===== src/rtl/rc_pkg.sv =====
// Shared types and helpers for the river-crossing puzzle core.
package rc_pkg;

  typedef enum logic [1:0] {PLAY, DONE, FAIL} rc_fsm_e;

  localparam int RC_MAX_ITEMS = 32;

  // Wolf (2) eats sheep (1), sheep (1) eats cabbage (0).
  localparam logic [8:0] RC_WSC_EAT = 9'h088;

  function automatic int popcount(input logic [RC_MAX_ITEMS-1:0] v);
    int c;
    c = 0;
    for (int i = 0; i < RC_MAX_ITEMS; i++) c = c + int'(v[i]);
    return c;
  endfunction

endpackage


===== src/rtl/rc_conflict_check.sv =====
// Combinational predator/prey check: flags any eater left alone with its prey
// on the bank opposite the farmer.
module rc_conflict_check #(
  parameter int N_ITEMS = 3
) (
  input  logic [N_ITEMS:0]           state,
  input  logic [N_ITEMS*N_ITEMS-1:0] eat_mask,
  output logic                       error
);

  always_comb begin
    error = 1'b0;
    for (int i = 0; i < N_ITEMS; i++) begin
      for (int j = 0; j < N_ITEMS; j++) begin
        if (i != j && eat_mask[i*N_ITEMS+j] &&
            state[i] == state[j] && state[i] != state[N_ITEMS])
          error = 1'b1;
      end
    end
  end

endmodule


===== src/rtl/river_crossing.sv =====
// River-crossing puzzle core: validates and applies crossings, tracks win/loss.
// Define RC_UNDO_EN to add a circular move history with single-step undo.
module river_crossing
  import rc_pkg::*;
#(
  parameter int                           N_ITEMS    = 3,
  parameter int                           BOAT_CAP   = 1,
  parameter logic [N_ITEMS*N_ITEMS-1:0]   EAT_MASK   = RC_WSC_EAT,
  parameter int                           CNT_W      = 8,
  parameter int                           UNDO_DEPTH = 4
) (
  input  logic               clk,
  input  logic               rst,
  input  logic               move_valid,
  input  logic [N_ITEMS-1:0] move_mask,
  output logic               move_ready,
  input  logic               undo,
  output logic [N_ITEMS:0]   state,
  output logic               reject,
  output logic               error,
  output logic               done,
  output logic [CNT_W-1:0]   move_count
);

  localparam int N = N_ITEMS;

  function automatic logic [CNT_W-1:0] sat_inc(input logic [CNT_W-1:0] v);
    return (&v) ? v : v + CNT_W'(1);
  endfunction

  function automatic logic [CNT_W-1:0] floor_dec(input logic [CNT_W-1:0] v);
    return (v == '0) ? v : v - CNT_W'(1);
  endfunction

  logic [N:0]       state_q, state_d;
  rc_fsm_e          fsm_q, fsm_d;
  logic [CNT_W-1:0] cnt_q, cnt_d;
  logic             reject_q, reject_d;

  logic [N:0]       moved_state;
  logic             err_cur, err_nxt;
  logic             move_legal, accept;

  // One checker watches the registered state, the other the candidate move.
  rc_conflict_check #(.N_ITEMS(N)) u_check_cur (
    .state    (state_q),
    .eat_mask (EAT_MASK),
    .error    (err_cur)
  );

  rc_conflict_check #(.N_ITEMS(N)) u_check_nxt (
    .state    (moved_state),
    .eat_mask (EAT_MASK),
    .error    (err_nxt)
  );

  assign moved_state = state_q ^ {1'b1, move_mask};
  // Items must share the farmer's bank: bank bit XOR farmer bit must be 0.
  assign move_legal  = (popcount(RC_MAX_ITEMS'(move_mask)) <= BOAT_CAP) &&
                       ((move_mask & (state_q[N-1:0] ^ {N{state_q[N]}})) == '0);

`ifdef RC_UNDO_EN
  localparam int PTR_W  = (UNDO_DEPTH > 1) ? $clog2(UNDO_DEPTH) : 1;
  localparam int HCNT_W = $clog2(UNDO_DEPTH + 1);

  logic [N-1:0]      hist_q [UNDO_DEPTH];
  logic [PTR_W-1:0]  wptr_q, wptr_d, top_idx, wptr_inc;
  logic [HCNT_W-1:0] hcnt_q, hcnt_d;
  logic              hist_we;
  logic              undo_act;

  assign undo_act   = undo && (fsm_q != DONE);
  assign move_ready = (fsm_q == PLAY) && !undo;
  assign top_idx    = (wptr_q == '0) ? PTR_W'(UNDO_DEPTH - 1) : wptr_q - PTR_W'(1);
  assign wptr_inc   = (wptr_q == PTR_W'(UNDO_DEPTH - 1)) ? '0 : wptr_q + PTR_W'(1);
`else
  logic unused_undo;
  assign unused_undo = undo ^ UNDO_DEPTH[0];
  assign move_ready  = (fsm_q == PLAY);
`endif

  assign accept = move_valid && move_ready;

  always_comb begin
    state_d  = state_q;
    fsm_d    = fsm_q;
    cnt_d    = cnt_q;
    reject_d = 1'b0;
`ifdef RC_UNDO_EN
    wptr_d   = wptr_q;
    hcnt_d   = hcnt_q;
    hist_we  = 1'b0;
    if (undo_act) begin
      if (hcnt_q == '0) begin
        reject_d = 1'b1;
      end else begin
        state_d = state_q ^ {1'b1, hist_q[top_idx]};
        cnt_d   = floor_dec(cnt_q);
        wptr_d  = top_idx;
        hcnt_d  = hcnt_q - HCNT_W'(1);
        fsm_d   = PLAY;
      end
    end else
`endif
    if (accept) begin
      if (move_legal) begin
        state_d = moved_state;
        cnt_d   = sat_inc(cnt_q);
        if (err_nxt)          fsm_d = FAIL;
        else if (&moved_state) fsm_d = DONE;
        else                  fsm_d = PLAY;
`ifdef RC_UNDO_EN
        hist_we = 1'b1;
        wptr_d  = wptr_inc;
        if (hcnt_q != HCNT_W'(UNDO_DEPTH)) hcnt_d = hcnt_q + HCNT_W'(1);
`endif
      end else begin
        reject_d = 1'b1;
      end
    end
  end

  always_ff @(posedge clk or negedge rst) begin
    if (!rst) begin
      state_q  <= '0;
      fsm_q    <= PLAY;
      cnt_q    <= '0;
      reject_q <= 1'b0;
`ifdef RC_UNDO_EN
      wptr_q   <= '0;
      hcnt_q   <= '0;
`endif
    end else begin
      state_q  <= state_d;
      fsm_q    <= fsm_d;
      cnt_q    <= cnt_d;
      reject_q <= reject_d;
`ifdef RC_UNDO_EN
      wptr_q   <= wptr_d;
      hcnt_q   <= hcnt_d;
`endif
    end
  end

`ifdef RC_UNDO_EN
  // History payload needs no reset; hcnt_q alone marks which entries are live.
  always_ff @(posedge clk) begin
    if (hist_we) hist_q[wptr_q] <= move_mask;
  end
`endif

  assign state      = state_q;
  assign reject     = reject_q;
  assign error      = err_cur;
  assign done       = (&state_q) && !err_cur;
  assign move_count = cnt_q;

endmodule


===== config.mk =====
export PLATFORM = sky130hd
export DESIGN_NAME = river_crossing
export DESIGN_NICKNAME = d
export VERILOG_FILES = /design/src/rtl/rc_pkg.sv /design/src/rtl/rc_conflict_check.sv /design/src/rtl/river_crossing.sv
export SDC_FILE = /design/constraint.sdc
export NUM_CORES = 1
export LEC_CHECK = 0
export ABC_AREA = 1
export CELL_PAD_IN_SITES_DETAIL_PLACEMENT = 1
export CELL_PAD_IN_SITES_GLOBAL_PLACEMENT = 2
export CORE_AREA = 4 4 50 86
export DETAILED_ROUTE_END_ITERATION = 6
export DIE_AREA = 0 0 54 90
export GPL_TIMING_DRIVEN = 0
export PLACE_DENSITY = 0.88
export SETUP_SLACK_MARGIN = 0.3
export SYNTH_ARGS = -nofsm -noshare
export SYNTH_HDL_FRONTEND = slang
export SYNTH_SLANG_ARGS = --single-unit

===== constraint.sdc =====
create_clock -name clk -period 2.7 [get_ports clk]
set_clock_uncertainty 0.1 [all_clocks]
set_input_delay 0.54 -clock clk [delete_from_list [all_inputs] [get_ports clk]]
set_output_delay 0.54 -clock clk [all_outputs]
set_load 0.03 [all_outputs]

# Yosys cells after proc, flatten, opt, wreduce, memory -nomap -nowiden
# Cells that the tools add are included.
# W data, S select, Z words.
# totals
in_bits	7
output_inout_bits	16
wordCells	43
regBits	15
# classes
addsub	3
magnitude_cmp	1
eq_ne	8
bitwise_logic	4
reduce_logical	15
n_mux	8
# ops
cell	n
$add A8 B1 Y8 const B	1
$reduce_and A4 Y1	2
$reduce_and A8 Y1	1
$logic_and A1 B1 Y1	7
$mux W1	7
$eq A1 B1 Y1	4
$ne A1 B1 Y1	4
$xor A4 B4 Y4	1
$add A2 B1 Y3	1
$and A3 B3 Y3	1
$le A3 B1 Y1 const B	1
$logic_not A3 Y1	1
$reduce_and A3 Y1	1
$xor A3 B3 Y3	1
$add A1 B1 Y2	1
$logic_not A2 Y1	1
$mux W2	1
$reduce_and A2 Y1	1
$logic_not A1 Y1	1
$not A1 Y1	1

# Longest topological paths before layout
# Gate-level depths: netlist of the first run.
# depth
word_depth	6
depth_mapped	10
mapped_depth_nobuf	10

# Cells and area by module
# From an unflattened synthesis of the first run, not the netlist that was laid out.
# hier_totals
cells_unflattened	170
area_unflattened_um2	1143.6
# by_module_without_submodules
mod	area_each_um2	seq_area_each_um2	instances	cells_per_inst
river_crossing	955.9	375.4	1	128
rc_conflict_check	93.8	0.0	2	21

# Worst setup path after synthesis of the first run
# No wires, ideal clock.
# synth_timing
path_type	reg-to-output
startpoint	reg state_q[2] (netlist: state[2])
endpoint	out done
slack_ns	0.257
path_buffers	0
required_time_ns	2.060
t_arrival_ns	1.803
path_stages_with_launch	5
cell_sequence	dfrtp_1 -> ha_1 -> o21ai_0 -> o22ai_1 -> nor2_1
# synth_between
elab_chain_cells	5
word_cells_on_any_way	7
classes_between	eq/ne: 2; mux: 1; reduce/logical: 4
# synth_rtl
item	line	rtl
start: declaration	river_crossing.sv:35	logic [N:0] state_q, state_d;
start signal: assignment	river_crossing.sv:134	state_q <= state_d;
$eq A1 B1 Y1 / $ne A1 B1 Y1 (equally long branches)	n/a	
$logic_and A1 B1 Y1 *	rc_conflict_check.sv:16	state[i] == state[j] && state[i] != state[N_ITEMS])
$mux W1 *	rc_conflict_check.sv:15	if (i != j && eat_mask[i*N_ITEMS+j] &&
named net error	river_crossing.sv:20	output logic error,
$logic_not A1 Y1 *	river_crossing.sv:155	assign done = (&state_q) && !err_cur;
$logic_and A1 B1 Y1 *	river_crossing.sv:155	
end: declaration	river_crossing.sv:21	output logic done,
# Mark *: on every way through the listed nets, which the timed path passes. The rest lies on a longest branch.

# Worst setup path after layout of the first run
# layout_timing
startpoint	reg state_q[2] (netlist: state[2])
endpoint	out done
# layout_between
elab_chain_cells	5
word_cells_on_any_way	7
classes_between	eq/ne: 2; mux: 1; reduce/logical: 4
# layout_rtl
item	line
$eq A1 B1 Y1 / $ne A1 B1 Y1 (equally long branches)	n/a
$logic_and A1 B1 Y1	rc_conflict_check.sv:16
$mux W1	rc_conflict_check.sv:15
$logic_not A1 Y1	river_crossing.sv:155
$logic_and A1 B1 Y1 *	river_crossing.sv:155
# Every way passes the cells marked *; elsewhere a longest branch is shown, timed or not.

==> flow_summary.yaml, run 1 <==
global_routing:
  grt_overflow_total: 0
  grt_max_degree: 16
  track_usage: 0.132
  grt_pass1_wl_um: 4860
  antenna_found_initial: 0
  grt_pass1_vias: 1062
placed_design:
  hpwl_um: 2290
  gp_congestion: 0.790
  port_buffers: 21
  dp.cells: 211
timing:
  rsz0062_at_grt: "true"
  final.min_clock_period_ns: 2.24
  timing.fmax_mhz: 446
  drv_slew: 0
  max_slew_margin: 0.516
  setup_viol: 0
  tightest_slew_ns: 0.724
  period_share: 0.831
  setup_tns_ns: 0
  final-hold-violation-count: 0
die:
  io_pins: 23
  dieArea_um2: 4860
  die_w_um: 54
  start_util: 0.295
  num_rows: 29
  design.core.area_um2: 3590
  die_height_um: 90
logic_synthesis:
  synth-seq-area-share: 0.355
  ys_warn_count: 0
  syn_inst: 144
  synth_seq_cells: 15
  synth_area_per_cell_um2: 7.35
  syn_nets: 157
  yosysUniqueCellTypes: 23
  synth.cell_area_um2: 1060
final_layout:
  final_common_cell: "nand2_1"
  area_growth_pct: 30.7
  num_antenna_cells: 0
  post-route-util: 0.385
  fin_nets: 183
  drive_above_1_share: 0.148
  final_cell_mix: "57 x nand2_1, 19 x clkdlybuf4s50_1, 17 x inv_1"
  fin_cells: 215
  nFillCells: 441
cts:
  postCtsSetupRepairBufs: 0
  cts_buffer_depth: 2
  htreeDepth: 1
  path_clk_slew_ns: 0.07
  cts_tree: "done"
  cts.sinks: 15
  cts_made_buffers: 3
  clk_latency_ns: 0.25
  cts.root.buffer_cell: "clkbuf_8"
routing:
  antenna_left: 0
  first_pass_iters: 1
  drcViolationCount: 0
  drt_iter0_drc: 0
  drt_wl_total_um: 2760
  post_drt_wl_per_cell_um: 12.8
  drt-vias-per-instance: 4.67
  vias: 1004
worst_setup_path:
  reg2reg_from: "state[2]$_DFFE_PN0P_"
  critPathLaunch: "state[2]$_DFFE_PN0P_"
  crit_path_end_kind: "output port"
  cp.arrival_ns: 1.60
  path_max_fanout: 7
  cp_data_required_time_ns: 2.06
  cp-start-kind: "register"
  worstSetupPathType: "reg2out"
outcome:
  status: "completed"
power:
  peakVddDrop_v: 0.000165
  power_density_nw_per_um2: 321
  leakagePower_uw: 0.000695
hold_path:
  min_path_type: "reg2reg"
  hp-start: "fsm_q[1]$_DFFE_PN0P_"
flow_run:
  cap_violations: 0
-- layer usage --
layer  track usage  vias to the layer above  wire length (um)
met1         0.142                      478              1060
li1              -                      499                 -
met2         0.245                       22              1560
met4        0.0437                        0                38
met5             0                        -                 0
met3        0.0199                        5                95
-- state kept, by name, summed over array words and instances, names as in the netlist --
register and flops:
move_count 8, fsm_q 2, state 4, reject 1
-- cell type report --
| type | instances | area [um2] | area share |
|---|---|---|---|
| well taps | 46 | 57.6 | 0.0416 |
| repair buffers | 21 | 200 | 0.145 |
| clock inverters | 1 | 5.00 | 0.00362 |
| plain buffers | 1 | 11.3 | 0.00814 |
| flip-flops and latches | 15 | 375 | 0.271 |
| inverters | 21 | 78.8 | 0.0570 |
| clock buffers | 3 | 41.3 | 0.0298 |
| multi-input cells | 107 | 614 | 0.444 |
-- report_power, final --
part / internal, uW / switching (uW)
clock: 102 / 80.4
combinational: 14.7 / 22.6
sequential: 225 / 0
total: 342 / 103
-- logic make-up after synthesis --
family,Yosys count,share of synthesized area
AND/OR/NAND/NOR,90,0.404
buffers and inverters,22,0.0851
flip-flops,15,0.355
AO/OA/AOI/OAI,6,0.0366
adder cells (fa/ha/maj),6,0.0780
XOR/XNOR,5,0.0414
-- cells in the mapped netlist, drive strengths merged --
cell type,n,area share
buf,1,0.011
ha,5,0.059
fa,1,0.019
dfrtp,15,0.35
a21oi,1,0.0083
xnor2,1,0.0083
nand4,2,0.018
xor2,4,0.033
nor2,12,0.054
o21ai,4,0.022
nand3,17,0.12
inv,21,0.074
nand2,59,0.21
o22ai,1,0.0059
-- through the flow --
stage / hold WS (ns) / total power, uW / area, um2 / worst slack, ns
floorplan: 0.144 / 246 / 1060 / 0.445
global placement: 0.366 / 264 / 1330 / 0.181
detailed placement: 0.375 / 266 / 1330 / 0.129
CTS: 0.393 / 451 / 1380 / 0.269
global route: 0.427 / 469 / 1380 / 0.287
finish: 0.387 / 444 / 1380 / 0.456
-- final timing paths --
path                                                   to  slack [ns]  cells past startpoint
max in group asynchronous       move_count[4]$_DFFE_PN0P_        1.42                      1
worst max-delay path                                 done        0.46                      5
worst max register to register  move_count[6]$_DFFE_PN0P_        0.92                      7
worst min register to register       fsm_q[1]$_DFFE_PN0P_        0.39                      2
worst min-delay path                 fsm_q[1]$_DFFE_PN0P_        0.39                      2
min in group asynchronous            state[1]$_DFFE_PN0P_        0.62                      1
-- what timing repair did --
action,in CTS,in global routing
hold buffers,0,0
gates resized for setup,2,6
endpoints found under the setup margin,2,9
-- worst max-delay path, cell delays in order (launching register included) --
cell	delay [ns]
dfrtp_1	0.46
ha_1	0.38
o21ai_0	0.12
o22ai_2	0.10
nor2_1	0.09
clkbuf_2	0.21
(Power assumes the default switching activity.)
==> run 2: changes to the inputs <==
--- a/config.mk
+++ b/config.mk
@@ -8,11 +8,11 @@
 export ABC_AREA = 1
 export CELL_PAD_IN_SITES_DETAIL_PLACEMENT = 1
 export CELL_PAD_IN_SITES_GLOBAL_PLACEMENT = 2
-export CORE_AREA = 4 4 50 86
+export CORE_AREA = 4 4 55 94
 export DETAILED_ROUTE_END_ITERATION = 6
-export DIE_AREA = 0 0 54 90
+export DIE_AREA = 0 0 59 98
 export GPL_TIMING_DRIVEN = 0
-export PLACE_DENSITY = 0.88
+export PLACE_DENSITY = 0.78
 export SETUP_SLACK_MARGIN = 0.3
 export SYNTH_ARGS = -nofsm -noshare
 export SYNTH_HDL_FRONTEND = slang
==> constraint.sdc (replaced) <==
create_clock -name clk -period 2 [get_ports clk]
set_clock_uncertainty 0.1 [all_clocks]
set_input_delay 0.4 -clock clk [delete_from_list [all_inputs] [get_ports clk]]
set_output_delay 0.4 -clock clk [all_outputs]
set_load 0.03 [all_outputs]
==> flow_summary.yaml, run 2 (synthesis gave the netlist of run 1 again) <==
placed_design:
  gp_congestion: 0.781
  dp.cells: 216
  hpwl_um: 2330
  port_buffers: 21
final_layout:
  fin_nets: 192
  final_common_cell: "nand2_1"
  largest_reg_flops: 8
  nFillCells: 557
  fin_cells: 229
  drive_above_1_share: 0.309
  area_growth_pct: 48.6
  final_cell_mix: "49 x nand2_1, 17 x inv_1, 13 x dlygate4sd2_1"
  num_antenna_cells: 0
routing:
  drcViolationCount: 0
  post_drt_wl_per_cell_um: 13.1
  drt_wl_total_um: 3000
  antenna_left: 0
  vias: 1040
  drt_iter0_drc: 33
  first_pass_iters: 3
  drt-vias-per-instance: 4.54
worst_setup_path:
  path_max_fanout: 5
  worst_path_largest_cell_delay_ns: 0.47
  reg2reg_from: "state[3]$_DFFE_PN0P_"
  cp_data_required_time_ns: 1.50
  cp.arrival_ns: 1.38
  critPathBufInv: 1
  worstSetupPathType: "reg2out"
  path_cells: "ha_4 > o21ai_2 > o22ai_4 > nor2_4 > buf_6"
  slowest_stage: "dfrtp_2"
  cp_top_family: "flip-flops"
  crit_path_end_kind: "output port"
  cp-start-kind: "register"
  reg2reg_depth: 8
  r2r_slack_ns: 0.23
  reg2reg_to: "move_count[6]$_DFFE_PN0P_"
die:
  die_w_um: 59
  num_rows: 32
  start_util: 0.240
  dieArea_um2: 5780
  design.core.area_um2: 4400
  io_pins: 23
  die_height_um: 98
outcome:
  status: "completed"
power:
  power_density_nw_per_um2: 388
  p_total_uw: 611
  peakVddDrop_v: 0.000211
  leakagePower_uw: 0.000792
cts:
  cts_hold_buf: 0
  cts_made_buffers: 3
  cts_buffer_depth: 2
  cts.sinks: 15
  clk_latency_ns: 0.24
  cts.root.buffer_cell: "clkbuf_8"
  htreeDepth: 1
  cts_tree: "done"
  path_clk_slew_ns: 0.06
timing:
  period_share: 0.942
  final-hold-violation-count: 0
  max_slew_margin: 0.536
  drv_slew: 0
  tightest_slew_ns: 0.694
  rsz0062_at_grt: "true"
  timing.hold.ws_ns: 0.390
  timing.fmax_mhz: 531
  setup_viol: 0
  final.min_clock_period_ns: 1.88
global_routing:
  antenna_found_initial: 0
  track_usage: 0.117
  grt_max_degree: 16
  grt_pass1_wl_um: 5240
  grt_overflow_total: 0
  grt_pass1_vias: 1176
hold_path:
  hold_depth: 2
  hold_end: "fsm_q[0]$_DFFE_PN0P_"
  min_path_type: "reg2reg"
  hp-start: "fsm_q[0]$_DFFE_PN0P_"
flow_run:
  cap_violations: 0
## run 2: changes by cell type in the layout (fill, tap and decap cells not counted), sizes merged
cell | before | now
clkdlybuf4s50 | 19 | 2
dlygate4sd2 | 0 | 13
buf | 1 | 12
clkdlybuf4s15 | 0 | 3
clkinv | 1 | 0
## run 2: cell type report
type,instances,area [um2],share of cell area
tap,51,63.8,0.0406
timing repair buffer,30,274,0.174
buffer,1,11.3,0.00716
clock buffer,4,45.0,0.0286
inverter,21,81.3,0.0517
multi-input combinational,107,717,0.456
sequential,15,380,0.242
## run 2: report_power, final
group / internal, uW / switching (uW) / leakage, uW / total (uW)
Clock: 141 / 105 / 0.0000228 / 246
Sequential: 303 / 0 / 0.000185 / 303
Combinational: 25.6 / 35.7 / 0.000584 / 61.3
## run 2: repair_timing
action	4_1_cts	5_1_grt
cloned	1	0
buffers inserted	6	2
setup endpoints to repair	31	17
pin swaps	5	4
gates resized for setup	48	14
## run 2: metrics by stage
step	instance area (um2)	setup TNS, ns	utilization	worst slack, ns
final	1570	0	0.357	0.117
after global routing	1570	0	0.357	0.0596
after global placement	1390	-5.00	0.315	-0.394
after CTS	1520	0	0.345	0.0923
after floorplan	1110	0	-	0.228
after detailed placement	1390	-5.71	0.315	-0.444
## run 2: metal layers
layer,wire [um],global-route usage,part of all wire
met1,1090,0.121,0.36
met3,123,0.0185,0.041
met4,61,0.0436,0.020
met2,1730,0.221,0.58
met5,0,0,0
## run 2: worst min-delay path: stages, from the launching register on
cell     delay, ns
dfrtp_1       0.36
inv_1         0.04
nand2_1       0.05
## run 2: worst max path at each step
stage / slack, ns / from / end / cells after the start
2_1_floorplan: 0.23 / state[2]$_DFFE_PN0P_ / done / 4
6_report: 0.12 / state[3]$_DFFE_PN0P_ / done / 5
5_1_grt: 0.06 / state[1]$_DFFE_PN0P_ / done / 6
3_5_place_dp: -0.44 / move_mask[1] / move_count[7]$_DFFE_PN0P_ / 8
3_3_place_gp: -0.39 / move_mask[1] / move_count[6]$_DFFE_PN0P_ / 8
4_1_cts: 0.09 / state[2]$_DFFE_PN0P_ / error / 4
